--- config.mk ---
export PLATFORM = sky130hd
export DESIGN_NAME = hazard_ctrl
export DESIGN_NICKNAME = d
export VERILOG_FILES = /design/src/rtl/hazard_ctrl.sv
export SDC_FILE = /design/constraint.sdc
export NUM_CORES = 1
export LEC_CHECK = 0
export CELL_PAD_IN_SITES_DETAIL_PLACEMENT = 0
export CELL_PAD_IN_SITES_GLOBAL_PLACEMENT = 1
export CORE_MARGIN = 2
export CORE_UTILIZATION = 26
export DETAILED_ROUTE_END_ITERATION = 8
export PLACE_DENSITY_LB_ADDON = 0.1
export SETUP_SLACK_MARGIN = 0.15
export SYNTH_ARGS = -nofsm -noshare
export SYNTH_HDL_FRONTEND = slang
export SYNTH_SLANG_ARGS = --single-unit
--- constraint.sdc ---
create_clock -name clk -period 1.79 [get_ports clk]
set_clock_uncertainty 0.05 [all_clocks]
set_input_delay 0.179 -clock clk [delete_from_list [all_inputs] [get_ports clk]]
set_output_delay 0.179 -clock clk [all_outputs]
set_load 0.1 [all_outputs]
--- src/rtl/hazard_ctrl.sv ---
// Hazard controller for the 5-stage MIPS pipe: forwarding, load-use bubbles, branch/jump flushes, dmem freeze.
// Optional perf counters are built only when HAZARD_PERF_EN is defined.
module hazard_ctrl #(
    parameter int unsigned LOAD_BUBBLES = 1,
    parameter int unsigned MEM_TIMEOUT  = 64
) (
    input  logic        clk,
    input  logic        rst,
    input  logic [4:0]  i_id_rs,
    input  logic [4:0]  i_id_rt,
    input  logic        i_id_use_rs,
    input  logic        i_id_use_rt,
    input  logic        i_id_jump,
    input  logic [4:0]  i_ex_rs,
    input  logic [4:0]  i_ex_rt,
    input  logic [4:0]  i_ex_rd,
    input  logic        i_ex_regwrite,
    input  logic        i_ex_memtoreg,
    input  logic        i_ex_br_taken,
    input  logic [4:0]  i_mem_rd,
    input  logic        i_mem_regwrite,
    input  logic [4:0]  i_wb_rd,
    input  logic        i_wb_regwrite,
    input  logic        i_dmem_req,
    input  logic        i_dmem_ready,
    output logic        o_stall_pc,
    output logic        o_stall_ifid,
    output logic        o_flush_ifid,
    output logic        o_flush_idex,
    output logic        o_freeze,
    output logic [1:0]  o_fwd_a,
    output logic [1:0]  o_fwd_b,
    output logic        o_mem_err,
    output logic [31:0] o_perf_stalls,
    output logic [31:0] o_perf_flushes
);

    typedef enum logic [1:0] {S_RUN, S_LU, S_MWAIT} state_t;

    state_t      r_state, w_state_next;
    state_t      r_ret, w_ret_next;
    logic [3:0]  r_lu_cnt, w_lu_cnt_next;
    logic [15:0] r_wait_cnt, w_wait_cnt_next;
    logic        r_mem_err, w_mem_err_next;
    logic        r_abort, w_abort_next;

    logic [4:0]  w_ex_src [2];
    logic [1:0]  w_fwd [2];
    logic        w_lu_hit, w_mem_hold;
    logic        w_stall_pc, w_stall_ifid, w_flush_ifid, w_flush_idex, w_freeze;

    assign w_ex_src[0] = i_ex_rs;
    assign w_ex_src[1] = i_ex_rt;

    // EX/MEM result is younger than MEM/WB, so it must win.
    generate
        for (genvar gi = 0; gi < 2; gi++) begin : g_fwd
            assign w_fwd[gi] =
                (i_mem_regwrite && i_mem_rd != 5'd0 && i_mem_rd == w_ex_src[gi]) ? 2'b10 :
                (i_wb_regwrite  && i_wb_rd  != 5'd0 && i_wb_rd  == w_ex_src[gi]) ? 2'b01 :
                                                                                 2'b00;
        end
    endgenerate

    assign w_lu_hit = i_ex_memtoreg && i_ex_regwrite && (i_ex_rd != 5'd0) &&
                      ((i_id_use_rs && i_ex_rd == i_id_rs) || (i_id_use_rt && i_ex_rd == i_id_rt));
    assign w_mem_hold = i_dmem_req && !i_dmem_ready && !r_abort;

    always_comb begin
        w_state_next    = r_state;
        w_ret_next      = r_ret;
        w_lu_cnt_next   = r_lu_cnt;
        w_wait_cnt_next = r_wait_cnt;
        w_mem_err_next  = r_mem_err;
        w_abort_next    = 1'b0;
        case (r_state)
            S_RUN: begin
                if (w_mem_hold) begin
                    w_state_next    = S_MWAIT;
                    w_ret_next      = S_RUN;
                    w_wait_cnt_next = 16'd1;
                end else if (w_lu_hit && !i_ex_br_taken && LOAD_BUBBLES > 1) begin
                    w_state_next  = S_LU;
                    w_lu_cnt_next = 4'(LOAD_BUBBLES - 1);
                end
            end
            S_LU: begin
                if (w_mem_hold) begin
                    w_state_next    = S_MWAIT;
                    w_ret_next      = S_LU;
                    w_wait_cnt_next = 16'd1;
                end else if (i_ex_br_taken) begin
                    w_state_next  = S_RUN;
                    w_lu_cnt_next = 4'd0;
                end else begin
                    w_lu_cnt_next = r_lu_cnt - 4'd1;
                    if (r_lu_cnt == 4'd1) w_state_next = S_RUN;
                end
            end
            S_MWAIT: begin
                if (!w_mem_hold) begin
                    w_state_next    = r_ret;
                    w_wait_cnt_next = 16'd0;
                end else if (r_wait_cnt == 16'(MEM_TIMEOUT - 1)) begin
                    // Abort drops mem_hold for one cycle so the pipe can drain the dead access.
                    w_mem_err_next = 1'b1;
                    w_abort_next   = 1'b1;
                end else begin
                    w_wait_cnt_next = r_wait_cnt + 16'd1;
                end
            end
            default: w_state_next = S_RUN;
        endcase
    end

    always_ff @(posedge clk or posedge rst) begin
        if (rst) begin
            r_state    <= S_RUN;
            r_ret      <= S_RUN;
            r_lu_cnt   <= 4'd0;
            r_wait_cnt <= 16'd0;
            r_mem_err  <= 1'b0;
            r_abort    <= 1'b0;
        end else begin
            r_state    <= w_state_next;
            r_ret      <= w_ret_next;
            r_lu_cnt   <= w_lu_cnt_next;
            r_wait_cnt <= w_wait_cnt_next;
            r_mem_err  <= w_mem_err_next;
            r_abort    <= w_abort_next;
        end
    end

    always_comb begin
        w_stall_pc   = 1'b0;
        w_stall_ifid = 1'b0;
        w_flush_ifid = 1'b0;
        w_flush_idex = 1'b0;
        w_freeze     = 1'b0;
        if (rst) begin
            w_freeze = 1'b0;
        end else if (w_mem_hold) begin
            w_freeze     = 1'b1;
            w_stall_pc   = 1'b1;
            w_stall_ifid = 1'b1;
        end else if (i_ex_br_taken) begin
            w_flush_ifid = 1'b1;
            w_flush_idex = 1'b1;
        end else if (w_lu_hit || r_state == S_LU) begin
            w_stall_pc   = 1'b1;
            w_stall_ifid = 1'b1;
            w_flush_idex = 1'b1;
        end else if (i_id_jump) begin
            w_flush_ifid = 1'b1;
        end
    end

    assign o_stall_pc   = w_stall_pc;
    assign o_stall_ifid = w_stall_ifid;
    assign o_flush_ifid = w_flush_ifid;
    assign o_flush_idex = w_flush_idex;
    assign o_freeze     = w_freeze;
    assign o_fwd_a      = rst ? 2'b00 : w_fwd[0];
    assign o_fwd_b      = rst ? 2'b00 : w_fwd[1];
    assign o_mem_err    = r_mem_err;

`ifdef HAZARD_PERF_EN
    logic [31:0] r_perf_stalls, r_perf_flushes;

    always_ff @(posedge clk or posedge rst) begin
        if (rst) begin
            r_perf_stalls  <= 32'd0;
            r_perf_flushes <= 32'd0;
        end else begin
            r_perf_stalls  <= r_perf_stalls + 32'(w_stall_pc);
            r_perf_flushes <= r_perf_flushes + 32'(w_flush_ifid | w_flush_idex);
        end
    end

    assign o_perf_stalls  = r_perf_stalls;
    assign o_perf_flushes = r_perf_flushes;
`else
    assign o_perf_stalls  = 32'd0;
    assign o_perf_flushes = 32'd0;
`endif

endmodule

# --- Word level (Yosys, flattened, before mapping) ---
# Index checks and enable logic that the tools add are counted.
word_totals:
  regBits: 26
  input_bits: 47
  out_inout_bits: 74
  word_cells: 91
classes:
  addsub: 2
  n_eq_ne: 16
  n_mux: 37
  bitwise_logic: 1
  reduce_logical: 29
ops:
  columns: ["operator", "count"]
  rows:
  - ["$mux W16", 3]
  - ["$pmux W16 S2", 1]
  - ["$eq A5 B5 Y1", 6]
  - ["$mux W2", 11]
  - ["$mux W1", 19]
  - ["$add A16 B1 Y16 const B", 1]
  - ["$eq A16 B6 Y1 const B", 1]
  - ["$reduce_bool A5 Y1", 3]
  - ["$logic_and A1 B1 Y1", 13]
  - ["$reduce_and A3 Y1", 4]
  - ["$ne A2 B2 Y1 const B", 3]
  - ["$pmux W2 S3", 1]
  - ["$eq A4 B1 Y1 const B", 1]
  - ["$mux W4", 1]
  - ["$ne A4 B4 Y1 const B", 1]
  - ["$pmux W2 S2", 1]
  - ["$reduce_bool A2 Y1", 2]
  - ["$sub A4 B1 Y4 const B", 1]
  - ["$ne A3 B3 Y1 const B", 1]
  - ["$eq A2 B1 Y1 const B", 1]
  - ["$eq A2 B2 Y1 const B", 1]
  - ["$logic_not A1 Y1", 2]
  - ["$logic_not A2 Y1", 1]
  - ["$logic_or A1 B1 Y1", 2]
  - ["4 further kinds", 4]

# --- Depth between registers and ports, before layout ---
# Gate-level depths: netlist of the first run.
depth:
  depth_word: 9
  ltp_mapped: 6
  ltp_nobuf: 5

# --- Worst setup path after synthesis of the first run ---
# Ideal clock, no wire load.
synth_path:
  kind: "input to output"
  startpoint: "input rst"
  endpoint: "output o_fwd_a[0]"
  arrival_ps: 4291
  t_required_ps: 1561
  path_slack_ps: -2730
  stages: 4
  n_path_buf: 0
  path_cell_list: "inv_1 > o211ai_1 > or4_1 > nor4_1"
synth_between:
  elab_chain_cells: 1
synth_lines:
  columns: ["item", "line", "text"]
  rows:
  - ["start: declaration", "8", "input logic rst,"]
  - ["$mux W2", "163", "assign o_fwd_a = rst ? 2'b00 : w_fwd[0];"]
  - ["end: declaration", "31", "output logic [1:0] o_fwd_a,"]
# Every way passes these cells.

# --- Worst setup path in the final report of the first run ---
layout_path:
  startpoint: "register r_state[1]"
  endpoint: "output o_flush_ifid"
layout_between:
  elab_chain_cells: 6
layout_lines:
  columns: ["item", "line", "text"]
  rows:
  - ["start: declaration", "40", "state_t r_state, w_state_next;"]
  - ["start signal: assignment", "125", "r_state <= w_state_next;"]
  - ["$eq A2 B1 Y1", "149", "end else if (w_lu_hit || r_state == S_LU) begin"]
  - ["$logic_or A1 B1 Y1", "149", null]
  - ["$mux W1", "149", null]
  - ["$mux W1", "146", "end else if (i_ex_br_taken) begin"]
  - ["$mux W1", "142", "end else if (w_mem_hold) begin"]
  - ["$mux W1", "140", "if (rst) begin"]
  - ["end: declaration", "28", "output logic o_flush_ifid,"]
# Every way passes these cells.

==> impl_metrics.env, run 1 <==
export IMPL_hp_class="primary input to asynchronous set/reset pin"
export IMPL_r2r_end="r_wait_cnt[5]$_DFFE_PP0P_"
export IMPL_dieArea_um2=10410
export IMPL_synth_area_leader_cell="dfrtp_1"
export IMPL_r2r_start="r_abort$_DFF_PP0_"
export IMPL_diodes=0
export IMPL_ys_seq_area_share_pct=25.05
export IMPL_clk_pin_slew_ns=0.09
export IMPL_synth_area_um2=2497
export IMPL_max_slew_margin_pct=66.84
export IMPL_cts_max_level=1
export IMPL_hold_viol_final=0
export IMPL_drc=0
export IMPL_synth_top_area_share_pct=25.05
export IMPL_fin_crit_ns=1.958
export IMPL_grt_use_total_pct=13.23
export IMPL_r2r_slack_ns=-0.10
export IMPL_setup_ws_ns=-0.1683
export IMPL_violations="negative setup slack"
export IMPL_status="finished with violations"
export IMPL_grt_overflow=0
export IMPL_required_ns=1.56
export IMPL_dr_total_vias=2328
export IMPL_layout_drive_gt1_share_pct=39.80
export IMPL_power_per_cell_area_nw_per_um2=534.4
export IMPL_dr_first_iter_drc_count=66
export IMPL_syn2layout_area_growth_pct=57.41
export IMPL_cts_sinks=25
export IMPL_core_region_area_um2=9284
export IMPL_synth_edf_count=0
export IMPL_dp_slack_ns=-0.4367
export IMPL_gp_congestion=0.8159
export IMPL_path_max_fanout=5
export IMPL_port_buffers=56
export IMPL_tightest_slew_ns=0.4952
export IMPL_crit_type="register to primary output"
export IMPL_fin_total_pwr_mw=2.101
export IMPL_io_pins=121
export IMPL_synth_flop_cell="dfrtp_1"
export IMPL_drv_cap=0
export IMPL_start_util_pct=26.90
export IMPL_synth_seq_cells=25
export IMPL_yosys_warnings=0
export IMPL_root_buffer="clkbuf_8"
export IMPL_ys_top_cells_by_area="dfrtp_1, buf_4, xor2_1"
export IMPL_postCtsHoldBufs=0
export IMPL_synth_avg_cell_area_um2=8.553
export IMPL_grt_pass1_vias=2173
export IMPL_synthArstFlopShare_pct=100.0
export IMPL_layout_nets=458
export IMPL_die_x_um=102.0
export IMPL_rows=35
export IMPL_setup_viol=18
export IMPL_finalCritPeriodShare_pct=109.4
export IMPL_clk_latency_ns=0.27
export IMPL_fillers=937
export IMPL_crit_family="buffers and inverters"
export IMPL_die_height_um=102.0
export IMPL_dp_hpwl_um=5550
export IMPL_syn_inst=292
export IMPL_crit_start="r_state[1]$_DFFE_PP0P_"
export IMPL_vias_per_cell=4.343
export IMPL_synth_cell_types=58
export IMPL_worst_setup_path_end_kind="primary output"
export IMPL_numCtsBuffers=3
export IMPL_slowest_stage="dfrtp_1"
export IMPL_crit_chain="buf_4 -> buf_4 -> nand2b_2 -> and2_1 -> a31o_4 -> buf_12"
export IMPL_r2r_cells=9
export IMPL_ir_drop_uv=335.6
export IMPL_rsz0062_at_grt="yes"
export IMPL_grt_pass1_wl_um=10870
export IMPL_cp_start_kind="register"
export IMPL_leakage_nw=1.724
export IMPL_wl_um=7028
export IMPL_crit_buf_inv=3
export IMPL_wl_per_cell_um=13.11
export IMPL_fmax_mhz=510.7
export IMPL_slowest_delay_ns=0.40
export IMPL_worst_path_stages=6
export IMPL_final_max_slew_viol_count=0
export IMPL_grt_max_degree=27
export IMPL_cp_arrival_ns=1.73
export IMPL_path_common_cell="buf_4"
export IMPL_cts_buffer_depth=2
export IMPL_crit_end="o_flush_ifid"
export IMPL_antenna_found_initial=0
export IMPL_dr_pass1_iters=4
export IMPL_cts_tree="done"
export IMPL_antenna_left=0
metal layers:
metal / share of wire, % / up-vias / wire, µm / GRT usage [%]
met5: 0 / - / 0 / 0
met4: 0.41 / 0 / 29 / 2.154
met3: 5.3 / 2 / 372 / 2.120
met2: 46 / 74 / 3219 / 22.12
met1: 48 / 1105 / 3405 / 18.36
li1: - / 1147 / - / -
worst min-delay path, cell delays in order:
cell and delay, ns:
clkdlybuf4s15_2 0.20, clkinvlp_4 0.07, buf_4 0.09, buf_4 0.32
per-stage QoR:
step	utilization (%)	hold WS, ns	instances	area [µm²]	setup TNS [ns]
2_1_floorplan	-	0.02156	355	2884	-3.087
3_3_place_gp	38.02	0.4218	517	3530	-6.254
3_5_place_dp	38.02	0.4142	517	3530	-6.826
4_1_cts	41.08	0.1522	534	3814	-0.9048
5_1_grt	42.35	0.1654	536	3931	-2.559
6_report	42.35	0.1347	536	3931	-1.052
cells in the final DEF, fill, tap and decap left out, types with 6 or more instances in the layout:
cell,count
nand3_1,6
xor2_1,18
nand2_2,7
conb_1,64
buf_4,47
buf_12,12
dlygate4sd2_1,15
clkdlybuf4s50_1,11
buf_2,9
nand2_1,15
dfrtp_1,25
xnor2_1,11
nor2_1,6
nor4_2,6
buf_6,17
a21oi_2,6
final cells by class:
type | count | area, µm² | area share [%]
multi-input cells | 252 | 1903 | 48.41
repair buffers | 120 | 1170 | 29.76
flip-flops and latches | 25 | 625.6 | 15.91
well taps | 129 | 161.4 | 4.106
clock buffers | 4 | 45.04 | 1.146
inverters | 6 | 26.28 | 0.6684
repair_timing:
item	CTS	global route
pin swaps	35	9
setup buffers	13	2
endpoints found under the setup margin	24	31
resized for setup	123	29
power by group:
| part | total [mW] | switching, mW | internal [mW] |
|---|---|---|---|
| sequential | 0.592 | 0.0133 | 0.579 |
| clock | 0.347 | 0.188 | 0.159 |
| combinational | 1.16 | 0.874 | 0.288 |
registers in the layout (all words and copies together), names as in the netlist:
| signal | cells |
|---|---|
| r_abort | 1 |
| o_mem_err | 1 |
| r_wait_cnt | 16 |
| r_ret | 1 |
| r_state | 2 |
| r_lu_cnt | 4 |
worst min-delay path by stage:
stage                                   end  cells after the start                   from  slack (ns)
floorplan             o_mem_err$_DFFE_PP0N_                      1                    rst        0.02
global placement      o_mem_err$_DFFE_PP0N_                      1  o_mem_err$_DFFE_PP0N_        0.42
detailed placement    o_mem_err$_DFFE_PP0N_                      1  o_mem_err$_DFFE_PP0N_        0.41
CTS                 r_lu_cnt[2]$_DFFE_PP0P_                      4                    rst        0.15
global route         r_state[1]$_DFFE_PP0P_                      4                    rst        0.17
finish              r_lu_cnt[2]$_DFFE_PP0P_                      4                    rst        0.13
logic make-up after synthesis:
| group | count (synthesis) | share of synthesized area, % |
|---|---|---|
| other | 1 | 0.1502 |
| and+or+nand+nor | 104 | 25.55 |
| xor gates and xnor gates | 30 | 10.52 |
| DFF | 25 | 25.05 |
| AOI/OAI and AO/OA | 45 | 12.53 |
| buffers and inverters | 78 | 22.24 |
| adders and majority gates | 3 | 1.503 |
| muxes | 6 | 2.455 |
Yosys cell counts, drive strengths merged (3+ instances only):
library cell	count
buf	67
dfrtp	25
nand2	22
xor2	18
o21ai	13
nor4	12
xnor2	12
a21oi	10
nor2	8
and4	7
nand3	7
or3	7
inv	6
nor3	6
or4	6
and2	5
and3	5
clkbuf	5
mux2i	5
nand4	4
a21o	3
ha	3
nand2b	3
o211ai	3
o31ai	3
(Power assumes the default switching activity.)
==> inputs of run 2 (changes only) <==
--- a/config.mk
+++ b/config.mk
@@ -5,8 +5,10 @@
 export SDC_FILE = /design/constraint.sdc
 export NUM_CORES = 1
 export LEC_CHECK = 0
+export CAP_MARGIN = 10
 export CELL_PAD_IN_SITES_DETAIL_PLACEMENT = 0
 export CELL_PAD_IN_SITES_GLOBAL_PLACEMENT = 1
+export CORE_ASPECT_RATIO = 0.75
 export CORE_MARGIN = 2
 export CORE_UTILIZATION = 26
 export DETAILED_ROUTE_END_ITERATION = 8
==> run 2 against run 1 <==
  * The flow still finishes with violations (negative setup slack)
  * Maximum frequency up 1.7%
  * Total power rose by 9.8%
  * Final area increased by 2.9%
  * Via count grew 3.8%
==> impl_metrics.env, run 2 (same netlist as run 1, synthesis figures left out) <==
export IMPL_internal_power_mw=1.176
export IMPL_worst_setup_path_end_kind="primary output"
export IMPL_final_setup_tns_ns=-0.6638
export IMPL_dr_total_vias=2416
export IMPL_placed_cells=517
export IMPL_rows=30
export IMPL_diodes=0
export IMPL_cp_start_kind="register"
export IMPL_dr_first_iter_drc_count=106
export IMPL_drc=0
export IMPL_gp_congestion=0.8271
export IMPL_dp_hpwl_um=5571
export IMPL_r2r_slack_ns=-0.08
export IMPL_p_clk_share_pct=23.0
export IMPL_hold_viol_final=0
export IMPL_root_buffer="clkbuf_16"
export IMPL_rsz0062_at_grt="yes"
export IMPL_die_x_um=117.2
export IMPL_max_flop_register="r_wait_cnt"
export IMPL_p_sw_mw=1.131
export IMPL_layout_drive_gt1_share_pct=41.65
export IMPL_fmax_mhz=519.2
export IMPL_drv_cap=0
export IMPL_antenna_left=0
export IMPL_biggestRegsByFlops="r_wait_cnt: 16 flops, r_lu_cnt: 4 flops, r_state: 2 flops"
export IMPL_wl_um=7725
export IMPL_numCtsBuffers=3
export IMPL_grt_max_degree=26
export IMPL_fillers=887
export IMPL_cts_tree="done"
export IMPL_port_buffers=56
export IMPL_syn2layout_area_growth_pct=62.02
export IMPL_status="finished with violations"
export IMPL_fin_cells=541
export IMPL_power_per_cell_area_nw_per_um2=570.1
export IMPL_layout_nets=464
export IMPL_start_util_pct=27.16
export IMPL_switching_share_pct=49.04
export IMPL_violations="negative setup slack"
export IMPL_r2r_end="r_wait_cnt[15]$_DFFE_PP0P_"
export IMPL_required_ns=1.56
export IMPL_final_cell_mix="conb_1, buf_4, dfrtp_1"
export IMPL_setup_ws_ns=-0.1360
export IMPL_die_height_um=88.88
export IMPL_final_max_slew_viol_count=0
export IMPL_leakage_nw=1.801
export IMPL_hp_class="primary input to asynchronous set/reset pin"
export IMPL_largest_register_ffs=16
export IMPL_pwr_share_seq_pct=25.8
export IMPL_io_pins=121
export IMPL_grt_pass1_wl_um=11430
export IMPL_grt_use_total_pct=14.17
export IMPL_cts_buffer_depth=2
export IMPL_clk_pin_slew_ns=0.07
export IMPL_grt_pass1_vias=2198
export IMPL_crit_type="register to primary output"
export IMPL_wl_per_cell_um=14.28
export IMPL_mostFrequentLayoutCell="conb_1"
export IMPL_combPwrFrac_pct=51.2
export IMPL_setup_viol=14
export IMPL_core_region_area_um2=9196
export IMPL_r2r_cells=5
export IMPL_dieArea_um2=10410
export IMPL_finalCritPeriodShare_pct=107.6
export IMPL_ir_drop_uv=300.0
export IMPL_grt_overflow=0
export IMPL_clk_latency_ns=0.27
export IMPL_cts_sinks=25
export IMPL_r2r_start="r_abort$_DFF_PP0_"
export IMPL_cts_max_level=1
export IMPL_dr_pass1_iters=5
export IMPL_path_max_fanout=4
export IMPL_antenna_found_initial=0
export IMPL_fin_crit_ns=1.926
export IMPL_vias_per_cell=4.466
export IMPL_cp_arrival_ns=1.70
==> run 2: per-stage QoR <==
step / instance area (µm²) / util (%) / total power, mW / worst slack, ns / hold WS [ns]
after floorplan: 2884 / - / 1.546 / -0.5808 / 0.02156
after global placement: 3511 / 38.18 / 1.706 / -0.4259 / 0.4094
after detailed placement: 3511 / 38.18 / 1.705 / -0.4223 / 0.4127
after CTS: 3776 / 41.06 / 2.290 / -0.1709 / 0.1793
after global routing: 4046 / 44.00 / 2.396 / -0.1896 / 0.2206
final: 4046 / 44.00 / 2.307 / -0.1360 / 0.1696
==> run 2: power by group through the flow <==
stage	Sequential, mW	Combinational [mW]	Clock [mW]
floorplan	0.607	0.939	0
global placement	0.605	1.10	0
detailed placement	0.605	1.10	0
CTS	0.594	1.14	0.553
global route	0.598	1.23	0.564
finish	0.594	1.18	0.530
==> run 2: worst max-delay path by stage <==
stage                            from           end  slack [ns]  depth (start not counted)
floorplan                         rst    o_fwd_a[0]       -0.58                          4
global placement          i_mem_rd[1]    o_fwd_b[0]       -0.43                          6
detailed placement        i_mem_rd[1]    o_fwd_a[0]       -0.42                          6
CTS                 r_abort$_DFF_PP0_  o_flush_ifid       -0.17                          5
global route        r_abort$_DFF_PP0_  o_flush_ifid       -0.19                          5
finish              r_abort$_DFF_PP0_  o_flush_ifid       -0.14                          6
==> run 2: cell type report <==
| type | count | area (µm²) | share of cell area [%] |
|---|---|---|---|
| well taps | 128 | 160.2 | 3.958 |
| multi-input cells | 253 | 1961 | 48.45 |
| clock inverters | 1 | 7.507 | 0.1855 |
| flip-flops and latches | 25 | 629.4 | 15.55 |
| repair buffers | 125 | 1187 | 29.34 |
| inverters | 6 | 26.28 | 0.6494 |
| clock buffers | 3 | 75.07 | 1.855 |
==> run 2: critical path, stage by stage, from the launching register on <==
cell       delay [ns]
dfrtp_2          0.44
nor3b_2          0.25
buf_4            0.19
nor2_4           0.06
o2bb2ai_2        0.12
a31o_4           0.21
buf_12           0.16
==> run 2: metal layers <==
| metal | wire (µm) | global-route usage, % | vias to the layer above |
|---|---|---|---|
| li1 | - | - | 1166 |
| met1 | 3635 | 20.47 | 1162 |
| met5 | 0 | 0 | - |
| met2 | 3730 | 22.78 | 80 |
| met3 | 269 | 1.507 | 8 |
| met4 | 90 | 3.209 | 0 |
==> run 2: repair_timing <==
item / 4_1_cts / 5_1_grt
pin swaps: 28 / 26
endpoints found under the setup margin: 23 / 28
cloned: 2 / 0
setup buffers: 7 / 11
hold buffers: 0 / 0
resized for setup: 110 / 58
==> inputs of run 3 (changes only) <==
--- a/config.mk
+++ b/config.mk
@@ -9,7 +9,6 @@
 export CELL_PAD_IN_SITES_DETAIL_PLACEMENT = 0
 export CELL_PAD_IN_SITES_GLOBAL_PLACEMENT = 1
 export CORE_ASPECT_RATIO = 0.75
-export CORE_MARGIN = 2
 export CORE_UTILIZATION = 26
 export DETAILED_ROUTE_END_ITERATION = 8
 export PLACE_DENSITY_LB_ADDON = 0.1
==> run 3 against run 2 <==
  * The flow still finishes with violations (negative setup slack)
  * Flip-flop and latch count did not move
  * Total power fell by 0.71%
  * Setup slack improved by 0.0070 ns
  * Sequential share of layout area barely moved
  * Highest routed layer unchanged
==> impl_metrics.env, run 3 (same netlist as run 1, synthesis figures left out) <==
export IMPL_status="finished with violations"
export IMPL_violations="negative setup slack"
export IMPL_cts_sinks=25
export IMPL_biggestRegsByFlops="r_wait_cnt: 16 flops, r_lu_cnt: 4 flops, r_state: 2 flops"
export IMPL_final_max_slew_viol_count=0
export IMPL_final_setup_tns_ns=-0.4020
export IMPL_r2r_slack_ns=-0.02
export IMPL_cts_buffer_depth=2
export IMPL_wl_met1_um=3483
export IMPL_dr_pass1_iters=4
export IMPL_final_cell_mix="conb_1, buf_4, dfrtp_1"
export IMPL_wl_um=7308
export IMPL_layout_nets=463
export IMPL_hold_viol_final=0
export IMPL_numCtsBuffers=3
export IMPL_diodes=0
export IMPL_rsz0062_at_grt="yes"
export IMPL_dr_total_vias=2360
export IMPL_hp_class="primary input to asynchronous set/reset pin"
export IMPL_utilization_pct=43.78
export IMPL_wl_met2_um=3527
export IMPL_cts_max_level=1
export IMPL_slowest_delay_ns=0.44
export IMPL_ir_drop_uv=318.6
export IMPL_dieArea_um2=10010
export IMPL_gp_congestion=0.7638
export IMPL_design_area_um2=4026
export IMPL_setup_ws_ns=-0.1290
export IMPL_clk_latency_ns=0.27
export IMPL_highest_layer="met4"
export IMPL_grt_pass1_wl_um=11370
export IMPL_fmax_mhz=521.1
export IMPL_port_buffers=56
export IMPL_largest_register_ffs=16
export IMPL_grt_pass1_vias=2178
export IMPL_mostFrequentLayoutCell="conb_1"
export IMPL_cp_start_kind="register"
export IMPL_syn2layout_area_growth_pct=61.22
export IMPL_grt_use_total_pct=14.94
export IMPL_antenna_left=0
export IMPL_fin_crit_ns=1.919
export IMPL_start_util_pct=27.16
export IMPL_core_region_area_um2=9196
export IMPL_slowest_stage="dfrtp_2"
export IMPL_root_buffer="clkbuf_16"
export IMPL_path_max_fanout=4
export IMPL_vias_per_cell=4.370
export IMPL_max_flop_register="r_wait_cnt"
export IMPL_rows=30
export IMPL_dr_first_iter_drc_count=89
export IMPL_die_height_um=86.88
export IMPL_cp_arrival_ns=1.69
export IMPL_grt_overflow=0
export IMPL_drv_cap=0
export IMPL_antenna_found_initial=0
export IMPL_crit_chain="or3b_4 -> nand4_1 -> o2bb2ai_2 -> a31o_4 -> buf_12"
export IMPL_crit_type="register to primary output"
export IMPL_crit_buf_inv=1
export IMPL_crit_family="simple AND/OR/NAND/NOR gates"
export IMPL_wl_per_cell_um=13.53
export IMPL_power_per_cell_area_nw_per_um2=568.8
export IMPL_die_x_um=115.2
export IMPL_finalCritPeriodShare_pct=107.2
export IMPL_leakage_nw=1.772
export IMPL_layout_drive_gt1_share_pct=40.05
export IMPL_dp_hpwl_um=5510
export IMPL_cts_tree="done"
export IMPL_setup_viol=10
export IMPL_required_ns=1.56
export IMPL_drc=0
export IMPL_worst_setup_path_end_kind="primary output"
export IMPL_grt_max_degree=26
export IMPL_clk_pin_slew_ns=0.07
export IMPL_io_pins=121
export IMPL_placed_area_um2=3533
export IMPL_dr_wl_met3_um=250
==> run 3: cell types whose count changed in the layout (fill, tap and decap cells not counted), sizes merged <==
| cell | change |
|---|---|
| buf | -1 |
| dlygate4sd2 | +5 |
| dlymetal6s2s | -2 |
| clkbuf | -2 |
| o2111ai | -1 |
| clkdlybuf4s15 | +1 |
| clkdlybuf4s50 | -1 |
==> run 3: per-stage QoR <==
| step | instances | setup slack [ns] | power, mW | hold WS, ns |
|---|---|---|---|---|
| after floorplan | 355 | -0.5808 | 1.546 | 0.02156 |
| after global placement | 520 | -0.4115 | 1.706 | 0.4203 |
| after detailed placement | 520 | -0.4235 | 1.707 | 0.4180 |
| after CTS | 534 | -0.1544 | 2.295 | 0.1883 |
| after global routing | 540 | -0.1640 | 2.378 | 0.2220 |
| final | 540 | -0.1290 | 2.290 | 0.1868 |
==> run 3: worst paths after layout <==
check / from / depth (start not counted) / end
setup / recovery: r_abort$_DFF_PP0_ / 5 / o_flush_ifid
hold / removal: rst / 5 / r_wait_cnt[1]$_DFFE_PP0P_
setup reg to reg: r_abort$_DFF_PP0_ / 8 / r_wait_cnt[12]$_DFFE_PP0P_
hold reg to reg: o_mem_err$_DFFE_PP0N_ / 1 / o_mem_err$_DFFE_PP0N_
max in group asynchronous: rst / 5 / r_abort$_DFF_PP0_
min in group clk: o_mem_err$_DFFE_PP0N_ / 1 / o_mem_err$_DFFE_PP0N_
==> run 3: cell type report <==
| class | count | area [µm²] |
|---|---|---|
| multi-input cells | 252 | 1954 |
| inverters | 6 | 26.28 |
| flip-flops and latches | 25 | 628.1 |
| clock inverters | 1 | 7.507 |
| clock buffers | 3 | 75.07 |
| well taps | 128 | 160.2 |
| fillers | 905 | 5170 |
| repair buffers | 125 | 1175 |
==> run 3: tightest hold or removal path, stage by stage <==
cell,delay (ns)
buf_2,0.12
clkinvlp_4,0.08
buf_4,0.10
buf_4,0.10
buf_4,0.34
==> run 3: routing by layer <==
layer  GRT usage [%]  vias up
met3           1.740        4
met1           21.02     1127
met5               0        -
met2           25.19       73
met4           1.889        0
li1                -     1156
==> run 3: timing repair <==
item | in CTS | in global routing
endpoints found under the hold margin | 0 | 0
endpoints found under the setup margin | 24 | 28
gates resized for setup | 120 | 38
cloned | 1 | 0
hold buffers | 0 | 0
pin swaps | 31 | 26
setup buffers | 9 | 6
==> run 3: where the power goes <==
part | internal [mW] | switching (mW)
registers | 0.579 | 0.0149
logic | 0.283 | 0.881
clock network | 0.305 | 0.229
total | 1.17 | 1.12
